[config.mk]
export PLATFORM = sky130hd
export DESIGN_NAME = fifo_chk_pattern_gen
export DESIGN_NICKNAME = d
export VERILOG_FILES = /design/src/rtl/fifo_chk_pattern_gen.sv
export SDC_FILE = /design/constraint.sdc
export NUM_CORES = 1
export LEC_CHECK = 0
export BUFFER_PORTS_ARGS = -buffer_cell sky130_fd_sc_hd__buf_4
export CORE_ASPECT_RATIO = 2
export CORE_UTILIZATION = 30
export CTS_CLUSTER_SIZE = 10
export DETAILED_ROUTE_END_ITERATION = 7
export GPL_ROUTABILITY_DRIVEN = 0
export GPL_TIMING_DRIVEN = 0
export MAX_ROUTING_LAYER = met4
export PLACE_DENSITY = 0.58
export SETUP_SLACK_MARGIN = 0.3
export SLEW_MARGIN = 10
export SYNTH_ARGS = -nofsm -noshare
export SYNTH_HDL_FRONTEND = slang
export SYNTH_SLANG_ARGS = --single-unit
[constraint.sdc]
create_clock -name clk -period 1.95 [get_ports clk]
set_input_delay 0.2925 -clock clk [delete_from_list [all_inputs] [get_ports clk]]
set_output_delay 0.2925 -clock clk [all_outputs]
set_load 0.02 [all_outputs]
[src/rtl/fifo_chk_pattern_gen.sv]
// Emits K consecutive descending pattern units (INIT - u), lowest u in the LSBs.
module fifo_chk_pattern_gen #(
  parameter int           N    = 16,
  parameter int           K    = 1,
  parameter logic [N-1:0] INIT = '1
) (
  input  logic           clk,
  input  logic           tb_rst,
  input  logic           clr,
  input  logic           step,
  output logic [N*K-1:0] word
);
  logic [N-1:0] base;

  always_ff @(posedge clk or posedge tb_rst) begin
    if (tb_rst)    base <= INIT;
    else if (clr)  base <= INIT;
    else if (step) base <= base - N'(K);
  end

  for (genvar i = 0; i < K; i++) begin : g_unit
    assign word[i*N +: N] = base - N'(i);
  end
endmodule

==> results of run 1 <==
==> logic make-up (layout without fill, tap and decap cells) <==
family                     after synthesis  in the layout  share of synthesized area [%]
DFF                                     16             16                          50.68
xor gates and xnor gates                10             10                          10.56
AOI/OAI and AO/OA                        6              6                          4.524
buffers and inverters                    6             33                          2.715
and+or+nand+nor                         43             43                          30.02
adders and majority gates                1              1                          1.508
==> cell usage after synthesis <==
| master | n |
|---|---|
| nand4_1 | 3 |
| or3_1 | 1 |
| or4_1 | 2 |
| nand4b_1 | 1 |
| o21ai_0 | 3 |
| nor4b_1 | 1 |
| dfstp_2 | 16 |
| or2_2 | 1 |
| xnor2_1 | 3 |
| nor3_1 | 2 |
| or4_2 | 1 |
| nand2_1 | 15 |
| nor2_1 | 3 |
| nor4_1 | 2 |
| xor2_1 | 7 |
| or3_2 | 1 |
| nand3_1 | 7 |
| o31ai_1 | 3 |
| nor4_4 | 1 |
| inv_1 | 4 |
| or4_4 | 1 |
| clkbuf_1 | 2 |
| or3_4 | 1 |
| ha_1 | 1 |
==> per-stage QoR <==
stage               instances  total power, uW
finish                    137            686.3
global route              137            716.0
CTS                       136            699.7
detailed placement        129            399.2
global placement          129            398.1
floorplan                  82            378.8
==> power by group through the flow <==
| stage | sequential (uW) | clock (uW) | combinational (uW) |
|---|---|---|---|
| floorplan | 356 | 0 | 22.8 |
| global placement | 352 | 0 | 46.1 |
| detailed placement | 352 | 0 | 47.3 |
| CTS | 347 | 305 | 47.8 |
| global route | 348 | 315 | 53.2 |
| finish | 347 | 293 | 46.4 |
==> layout make-up <==
cell class,instances,area [um^2]
plain buffers,2,7.507
clock buffers,4,55.05
well taps,28,35.03
multi-input cells,60,420.4
inverters,4,15.01
repair buffers,23,172.7
fillers,278,1476
flip-flops and latches,16,420.4
==> layer usage <==
metal  up-vias  wire length, um  share of wire, %
met5         -                0                 0
met4         0               59               3.1
met3         5               54               2.8
met2        15             1088                57
met1       346              716                37
li1        341                -                 -
==> worst max-delay path: stages, from the launching register on <==
cell and delay [ps]:
dfstp_2 370, or4_4 540, or3_4 360, or4_1 400
nand3_1 80
==> worst paths after layout <==
path | endpoint | cells after the start | slack, ps
max in group asynchronous | base[6] | 2 | 1460
worst max-delay path | base[13] | 4 | 150
worst min register to register | base[15] | 2 | 510
worst max register to register | base[13] | 4 | 150
min in group asynchronous | base[10] | 2 | 460
worst min-delay path | base[0] | 3 | 310
==> cells in the final DEF, fill, tap and decap left out, drive strengths merged <==
cell type / netlist / layout
ha: 1 / 1
o31ai: 3 / 3
nor4: 3 / 3
o21ai: 3 / 3
nand4: 3 / 3
xnor2: 3 / 3
or4: 4 / 4
inv: 4 / 4
clkbuf: 2 / 6
xor2: 7 / 7
or2: 1 / 1
nand2: 15 / 15
nand4b: 1 / 1
dfstp: 16 / 16
nor4b: 1 / 1
nor2: 3 / 3
nand3: 7 / 7
nor3: 2 / 2
buf: 0 / 23
or3: 3 / 3
==> timing repair <==
item / 4_1_cts / 5_1_grt
endpoints found under the hold margin: 0 / 0
gates resized for setup: 2 / 2
pin swaps: 4 / 1
hold buffers: 0 / 0
endpoints found under the setup margin: 4 / 5
buffers inserted: 3 / 1
==> summary.md, run 1 <==
| Metric | Value |
|---|---|
| Status | complete, no violations |
| Initial antenna violation count | 0 |
| Switching Fraction | 21.66% |
| Lkg Pwr | 0.0004282 uW |
| Total CTS buffers | 3 |
| Top cells by area, synth | dfstp_2 51%, xor2_1 7.4%, nand2_1 6.8% |
| Initial Utilization | 31.88% |
| Wirelength per Cell | 14.01 um |
| M1 GR Usage | 16.41% |
| Final antenna-violating net count | 0 |
| Power per cell area | around 610 mW/mm^2 |
| Worst endpoint required time | 2140 ps |
| Final core occ | 43.27% |
| Crit path kind | flop to flop |
| Die boundary height | 76.37 um |
| P&R area growth vs syn | 35.75% |
| GR peak layer | met2 |
| # diodes | 0 |
| Internal power | between 500 and 600 uW |
| Worst vdd rail ir drop | between 0.4 and 0.5 mV |
| Largest area contributor in the netlist | dfstp_2 |
| Reg-to-reg startpoint | base[8] |
| Clock power share | 42.7% |
| Via count | around 710 |
| TritonCTS clock tree | built |
| Vias in the first global route | 743 |
| DR pass1 iterations | 4 |
| Mean post-synth cell area | 10.12 um^2 |
| Fmax | 0.5542 GHz |
| Reg with most FFs | base |
| Worst Setup End Kind | flop |
| Synthesized area | between 800 and 900 um^2 |
| Part of the power in combinational logic | 6.8% |
| Die footprint | 0.002992 mm^2 |
| Clock Latency Late Sink | approximately 250 ps |
| Crit path arrival time | 2000 ps |
| Hold path start | step |
| Residual DRC count | 0 |
| CP startpoint | base[8] |
| MaxCap Viol Count | 0 |
| Setup WS pre-CTS | 87.16 ps |
| Total negative slack | 0 ps |
| Max FFs per register | 16 |
| FP Rows | 26 |
| Fraction of layout cells with a size suffix above 1 | about half |
| CTS clk-pin slew, worst paths | 60 ps |
| Endpoints failing hold | 0 |
| IO Count | 20 |
| Routed WL | around 1900 um |
| Crit path time final | 1804 ps |
| Synthesized Nets | 87 |
| Worst-Margin Slew | around 600 ps |
| Worst Skew | 3.431 ps |
| Synthesized flop and latch total | 16 |
| Met3 Use GR | 1.749% |
| Final Instance Area | 0.001126 mm^2 |
| Max-slew headroom | ~59% |
| Post-synth top area share | between 50% and 60% |
| Die X-Extent | 39.19 um |
| Biggest regs | base: 16 flops |
| Worst Path Max Fanout | 4 |
| Vias per inst | 5.161 |
| Period utilisation layout | 92.53% |
| Met2 Use GR | a little over a quarter |
| Cells after Synth | 82 |
| Slew Limit Fails | 0 |
| Fin nets | 115 |
| Sequential-to-total area share from yosys stat | about half |
| Endpoints failing setup | 0 |
| Placed instance area | 0.001016 mm^2 |
| Root buffer cell | clkbuf_8 |
| Switching power | 148.6 uW |
| Clock Sinks | 16 |
| Buffers added on ports | 19 |
| Largest net degree at the start of global routing | 17 |
| Tot GR Track Use | around 16% |
| Grt ovf | 0 |
| Post-DP HPWL | 1388 um |
| Critical Path Source Type | flop |
| Final hold slack | 313.5 ps |
| Clk buf depth | 2 |
| Core ar. | 0.002603 mm^2 |
| Worst Slack Setup Final | 145.6 ps |
| Yosys cell types | 24 |
| Synthesis Warnings | 0 |
| H-tree levels | 1 |
| Worst min path class | input pin to flop |
| Seq pwr share | about half |
| First-pass GRT wire length | approximately 3300 um |
| RSZ-0062 raised after global routing | true |
| DR iter-0 viols | 18 |
(Power assumes the default switching activity.)
==> inputs of run 2 (changes only) <==
--- a/config.mk
+++ b/config.mk
@@ -7,6 +7,7 @@
 export LEC_CHECK = 0
 export BUFFER_PORTS_ARGS = -buffer_cell sky130_fd_sc_hd__buf_4
 export CORE_ASPECT_RATIO = 2
+export CORE_MARGIN = 2
 export CORE_UTILIZATION = 30
 export CTS_CLUSTER_SIZE = 10
 export DETAILED_ROUTE_END_ITERATION = 7
==> run 2 against run 1 <==
Sequential power barely moved. Count of clock-buffer cells in the layout did not move. Global-route usage down 1.4 points. Sequential share of layout area down 0.29 points. Die area rose by 7.9%. Core utilization decreased by 1.3 points. Via count up 0.57%. Combinational power about the same. Sequential cell count is the same.
==> summary.md, run 2 (synthesis results as in run 1) <==
| Metric | Value |
|---|---|
| Status | complete, no violations |
| Critical Path Source Type | flop |
| Via count | 711 |
| Tot GR Track Use | between 10% and 20% |
| CTS clk-pin slew, worst paths | 70 ps |
| Endpoints failing setup | 0 |
| Area of the multi-input gates | 420.4 um^2 |
| Power per cell area | between 600 and 700 mW/mm^2 |
| Initial Utilization | 30.69% |
| DR iter-0 viols | 24 |
| Crit path kind | flop to flop |
| MaxCap Viol Count | 0 |
| Register area | 420.4 um^2 |
| CP startpoint | base[8] |
| Crit path arrival time | 2010 ps |
| Reg2Reg Depth | 4 |
| Crit path capture | base[13] |
| Lkg Pwr | 0.0004185 uW |
| Fin nets | 116 |
| Die X-Extent | 41.19 um |
| Total negative slack | 0 ps |
| Period utilisation layout | 92.70% |
| Wirelength per Cell | 13.59 um |
| R2R setup slack | 140 ps |
| Post-DP HPWL | ~1400 um |
| Die boundary height | between 70 and 80 um |
| Fmax | 0.5532 GHz |
| Worst Slack Setup Final | 142.4 ps |
| Hold Path Cell Cnt | 3 |
| # diodes | 0 |
| Grt ovf | 0 |
| Buffers added on ports | 19 |
| Vias per inst | 5.115 |
| FP Rows | 27 |
| Die footprint | ~0.0032 mm^2 |
| Initial antenna violation count | 0 |
| Worst endpoint required time | 2150 ps |
| Endpoints failing hold | 0 |
| Residual DRC count | 0 |
| Worst Setup End Kind | flop |
| Clock Latency Late Sink | 250 ps |
| Final antenna-violating net count | 0 |
| DR pass1 iterations | 4 |
| Max FFs per register | 16 |
| Reg with most FFs | base |
| Commonest cells after routing, fill and taps aside | 24 x buf_4, 16 x dfstp_2, 15 x nand2_1 |
| Slew Limit Fails | 0 |
| Setup WS pre-CTS | slightly above 80 ps |
| Crit path time final | 1808 ps |
| Max-slew headroom | 59.39% |
| Fill cells | roughly 280 |
| Routed WL | around 1900 um |
| Worst min path class | input pin to flop |
| Fraction of layout cells with a size suffix above 1 | 50.91% |
| IO Count | 20 |
| R2r endpoint | base[13] |
| Reg-to-reg startpoint | base[8] |
| H-tree levels | 1 |
| First-pass GRT wire length | about 3200 um |
| Largest net degree at the start of global routing | 17 |
| Root buffer cell | clkbuf_8 |
| Biggest regs | base: 16 flops |
| Worst-Margin Slew | 600.7 ps |
| Vias in the first global route | about 720 |
| Worst Path Max Fanout | 4 |
| Commonest non-fill, non-tap cell in the layout | buf_4 |
| Clk buf depth | 2 |
| P&R area growth vs syn | 36.80% |
| Total CTS buffers | 3 |
| Core ar. | between 0.002 and 0.003 mm^2 |
| RSZ-0062 raised after global routing | true |
| Worst Skew | around 4.4 ps |
| Clock Sinks | 16 |
| Worst vdd rail ir drop | 0.3353 mV |
| TritonCTS clock tree | built |
run 2: cell types whose count changed in the layout (fill, tap and decap cells not counted), sizes merged:
cell / before / now
buf: 23 / 24
run 2: where the power goes:
part / internal [uW] / switching, uW
combinational: 17.5 / 29.1
clock: 179 / 118
sequential: 341 / 6.17
run 2: cell type report:
class                      count  area share (%)
timing repair buffer          24           15.88
buffer                         2          0.6615
multi-input combinational     60           37.05
sequential                    16           37.05
tap                           29           3.197
inverter                       4           1.323
clock buffer                   4           4.851
run 2: worst min-delay path by stage:
stage,startpoint,slack (ps),end
after floorplan,step,420,base[0]
after global placement,base[15],490,base[15]
after detailed placement,base[15],500,base[15]
after CTS,step,300,base[0]
after global routing,step,330,base[0]
final,step,300,base[0]
run 2: timing repair:
item,in CTS,in global routing
setup endpoints to repair,4,5
resized for setup,1,4
setup buffers,3,2
pin swaps,2,2
hold buffers,0,0
hold endpoints to repair,0,0
run 2: layer usage:
layer | vias up | wire [um] | global-route usage [%]
li1 | 346 | - | -
met1 | 339 | 693 | 16.11
met2 | 20 | 1069 | 24.38
met3 | 6 | 76 | 1.695
met4 | 0 | 49 | 6.774
met5 | - | 0 | -
run 2: critical path, stage by stage, from the launching register on:
cell and delay, ps:
dfstp_2 370, or4_4 530, or3_4 360, or4_4 420, nand3_2 70
run 2: metrics by stage:
stage / total power, uW / hold slack (ps) / util, % / instance area [um^2] / instances
after floorplan: 378.8 / 417.0 / - / 838.3 / 82
after global placement: 397.9 / 492.4 / 37.64 / 1017 / 130
after detailed placement: 398.7 / 500.9 / 37.64 / 1017 / 130
after CTS: 694.3 / 299.1 / 40.69 / 1100 / 137
after global routing: 717.0 / 325.3 / 41.99 / 1135 / 139
final: 691.3 / 297.5 / 41.99 / 1135 / 139
==> inputs of run 3 (changes only) <==
--- a/config.mk
+++ b/config.mk
@@ -5,7 +5,7 @@
 export SDC_FILE = /design/constraint.sdc
 export NUM_CORES = 1
 export LEC_CHECK = 0
-export BUFFER_PORTS_ARGS = -buffer_cell sky130_fd_sc_hd__buf_4
+export BUFFER_PORTS_ARGS = -buffer_cell sky130_fd_sc_hd__buf_2
 export CORE_ASPECT_RATIO = 2
 export CORE_MARGIN = 2
 export CORE_UTILIZATION = 30
==> run 3 against run 2 <==
Count of clock-buffer cells in the layout decreased by 1. Via count grew 2.4%. Final area fell by 6.6%. Routed wire length increased by 4.6%. Non-clock buffer count is the same. Fmax is 0.11% higher. Register-to-register slack is essentially flat. Sequential power about the same. First-iteration DRC count shrank 21%. Critical path depth stayed put. Critical path type unchanged.
==> summary.md, run 3 (synthesis results as in run 1) <==
| Metric | Value |
|---|---|
| Status | complete, no violations |
| Root buffer cell | clkbuf_8 |
| Residual DRC count | 0 |
| Hold Path Cell Cnt | 3 |
| Buffers added on ports | 19 |
| Die boundary height | 78.37 um |
| Tot GR Track Use | 14.91% |
| IO Count | 20 |
| Final hold slack | ~340 ps |
| Reg2Reg Depth | 4 |
| Worst min path class | input pin to flop |
| Vias in the first global route | between 700 and 800 |
| Worst endpoint required time | 2130 ps |
| Core ar. | 0.002703 mm^2 |
| Die X-Extent | 41.19 um |
| Worst vdd rail ir drop | 0.3650 mV |
| Via count | 728 |
| Endpoints failing setup | 0 |
| Worst-Margin Slew | 623.1 ps |
| P&R area growth vs syn | 27.75% |
| Clk buf depth | 2 |
| Max FFs per register | 16 |
| Worst Skew | 2.979 ps |
| DR iter-0 viols | 19 |
| RSZ-0062 raised after global routing | true |
| Clock power share | 38.0% |
| Routed WL | 1975 um |
| Fmax | 0.5538 GHz |
| Max-slew headroom | between 50% and 60% |
| H-tree levels | 1 |
| Initial antenna violation count | 0 |
| R2R setup slack | 140 ps |
| CTS clk-pin slew, worst paths | 60 ps |
| Crit path kind | flop to flop |
| Final antenna-violating net count | 0 |
| Crit path arrival time | 1990 ps |
| Power per cell area | 592.7 mW/mm^2 |
| First-pass GRT wire length | 3270 um |
| Die footprint | about 0.0032 mm^2 |
| Commonest cells after routing, fill and taps aside | 19 x buf_2, 16 x dfstp_2, 15 x nand2_1 |
| Internal power | 491.0 uW |
| Part of the power in combinational logic | 6.7% |
| Total CTS buffers | 3 |
| Switching power | around 140 uW |
| Hold EP | base[0] |
| Largest net degree at the start of global routing | 17 |
| Switching Fraction | 21.83% |
| MaxCap Viol Count | 0 |
| Fin nets | 116 |
| Fraction of layout cells with a size suffix above 1 | a little under half |
| Post-DP HPWL | 1436 um |
| Commonest non-fill, non-tap cell in the layout | buf_2 |
| Critical Path Source Type | flop |
| FP Rows | 27 |
| Reg-to-reg startpoint | base[8] |
| Tot Pwr | 628.1 uW |
| Setup WS pre-CTS | 69.17 ps |
| Worst Setup End Kind | flop |
| Total negative slack | 0 ps |
| Clock Latency Late Sink | 240 ps |
| Biggest regs | base: 16 flops |
| Wirelength per Cell | 14.31 um |
| Slew Limit Fails | 0 |
| TritonCTS clock tree | built |
| Period utilisation layout | 92.60% |
| Finished Layout Cells | 138 |
| Endpoints failing hold | 0 |
| Grt ovf | 0 |
| DR pass1 iterations | 4 |
| Worst Path Max Fanout | 4 |
| # diodes | 0 |
| Worst Slack Setup Final | roughly 140 ps |
| Reg with most FFs | base |
| Crit path time final | around 1800 ps |
| DP Cell Count | 130 |
| Hold path start | step |
| Clock Sinks | 16 |
| Lkg Pwr | between 0.0003 and 0.0004 uW |
| R2r endpoint | base[13] |
| Vias per inst | 5.275 |
| Seq pwr share | 55.3% |
| Initial Utilization | 30.69% |
## run 3: cell count changes in the layout (fill, tap and decap cells not counted), sizes merged
cell / previous run / this run
clkbuf: 6 / 5
## run 3: final cells by class
| cell class | instances | area, um^2 |
|---|---|---|
| Sequential cell | 16 | 420.4 |
| Buffer | 2 | 7.507 |
| Inverter | 4 | 15.01 |
| Tap cell | 29 | 36.28 |
| Timing Repair Buffer | 24 | 132.6 |
| Multi-Input combinational cell | 60 | 406.6 |
| Clock buffer | 3 | 41.29 |
| Fill cell | 306 | 1643 |
## run 3: worst max-delay path, stage by stage (launching register included)
cell and delay, ps:
dfstp_2 370, or4_4 530, or3_4 360, or4_1 410, nand3_1 90
## run 3: what timing repair did
action                                  4_1_cts  5_1_grt
hold buffers                                  0        0
endpoints found under the setup margin        4        4
resized for setup                             1        1
hold endpoints to repair                      0        0
pin swaps                                     3        1
setup buffers                                 4        1
## run 3: power by group through the flow
stage          combinational [uW]  clock (uW)  sequential [uW]
6_report                     42.3         239              347
5_1_grt                      47.6         261              348
4_1_cts                      42.9         250              347
3_5_place_dp                 42.5           0              352
3_3_place_gp                 41.8           0              352
2_1_floorplan                22.8           0              356
## run 3: worst max-delay path by stage
stage / startpoint / cells past startpoint / to
floorplan: base[8] / 4 / base[13]
global placement: base[8] / 4 / base[13]
detailed placement: base[8] / 4 / base[13]
CTS: base[8] / 4 / base[13]
global route: base[8] / 4 / base[13]
finish: base[8] / 4 / base[13]
## run 3: per-layer routing
metal | track usage (%) | vias to the layer above | wire length [um]
met1 | 16.08 | 353 | 712
met5 | - | - | 0
met4 | 8.387 | 0 | 63
li1 | - | 342 | -
met3 | 2.825 | 8 | 83
met2 | 23.75 | 25 | 1116
## run 3: stage by stage
step / util (%) / area, um^2
global route: 39.21 / 1060
CTS: 38.70 / 1046
global placement: 35.88 / 969.7
floorplan: - / 838.3
finish: 39.21 / 1060
detailed placement: 35.88 / 969.7
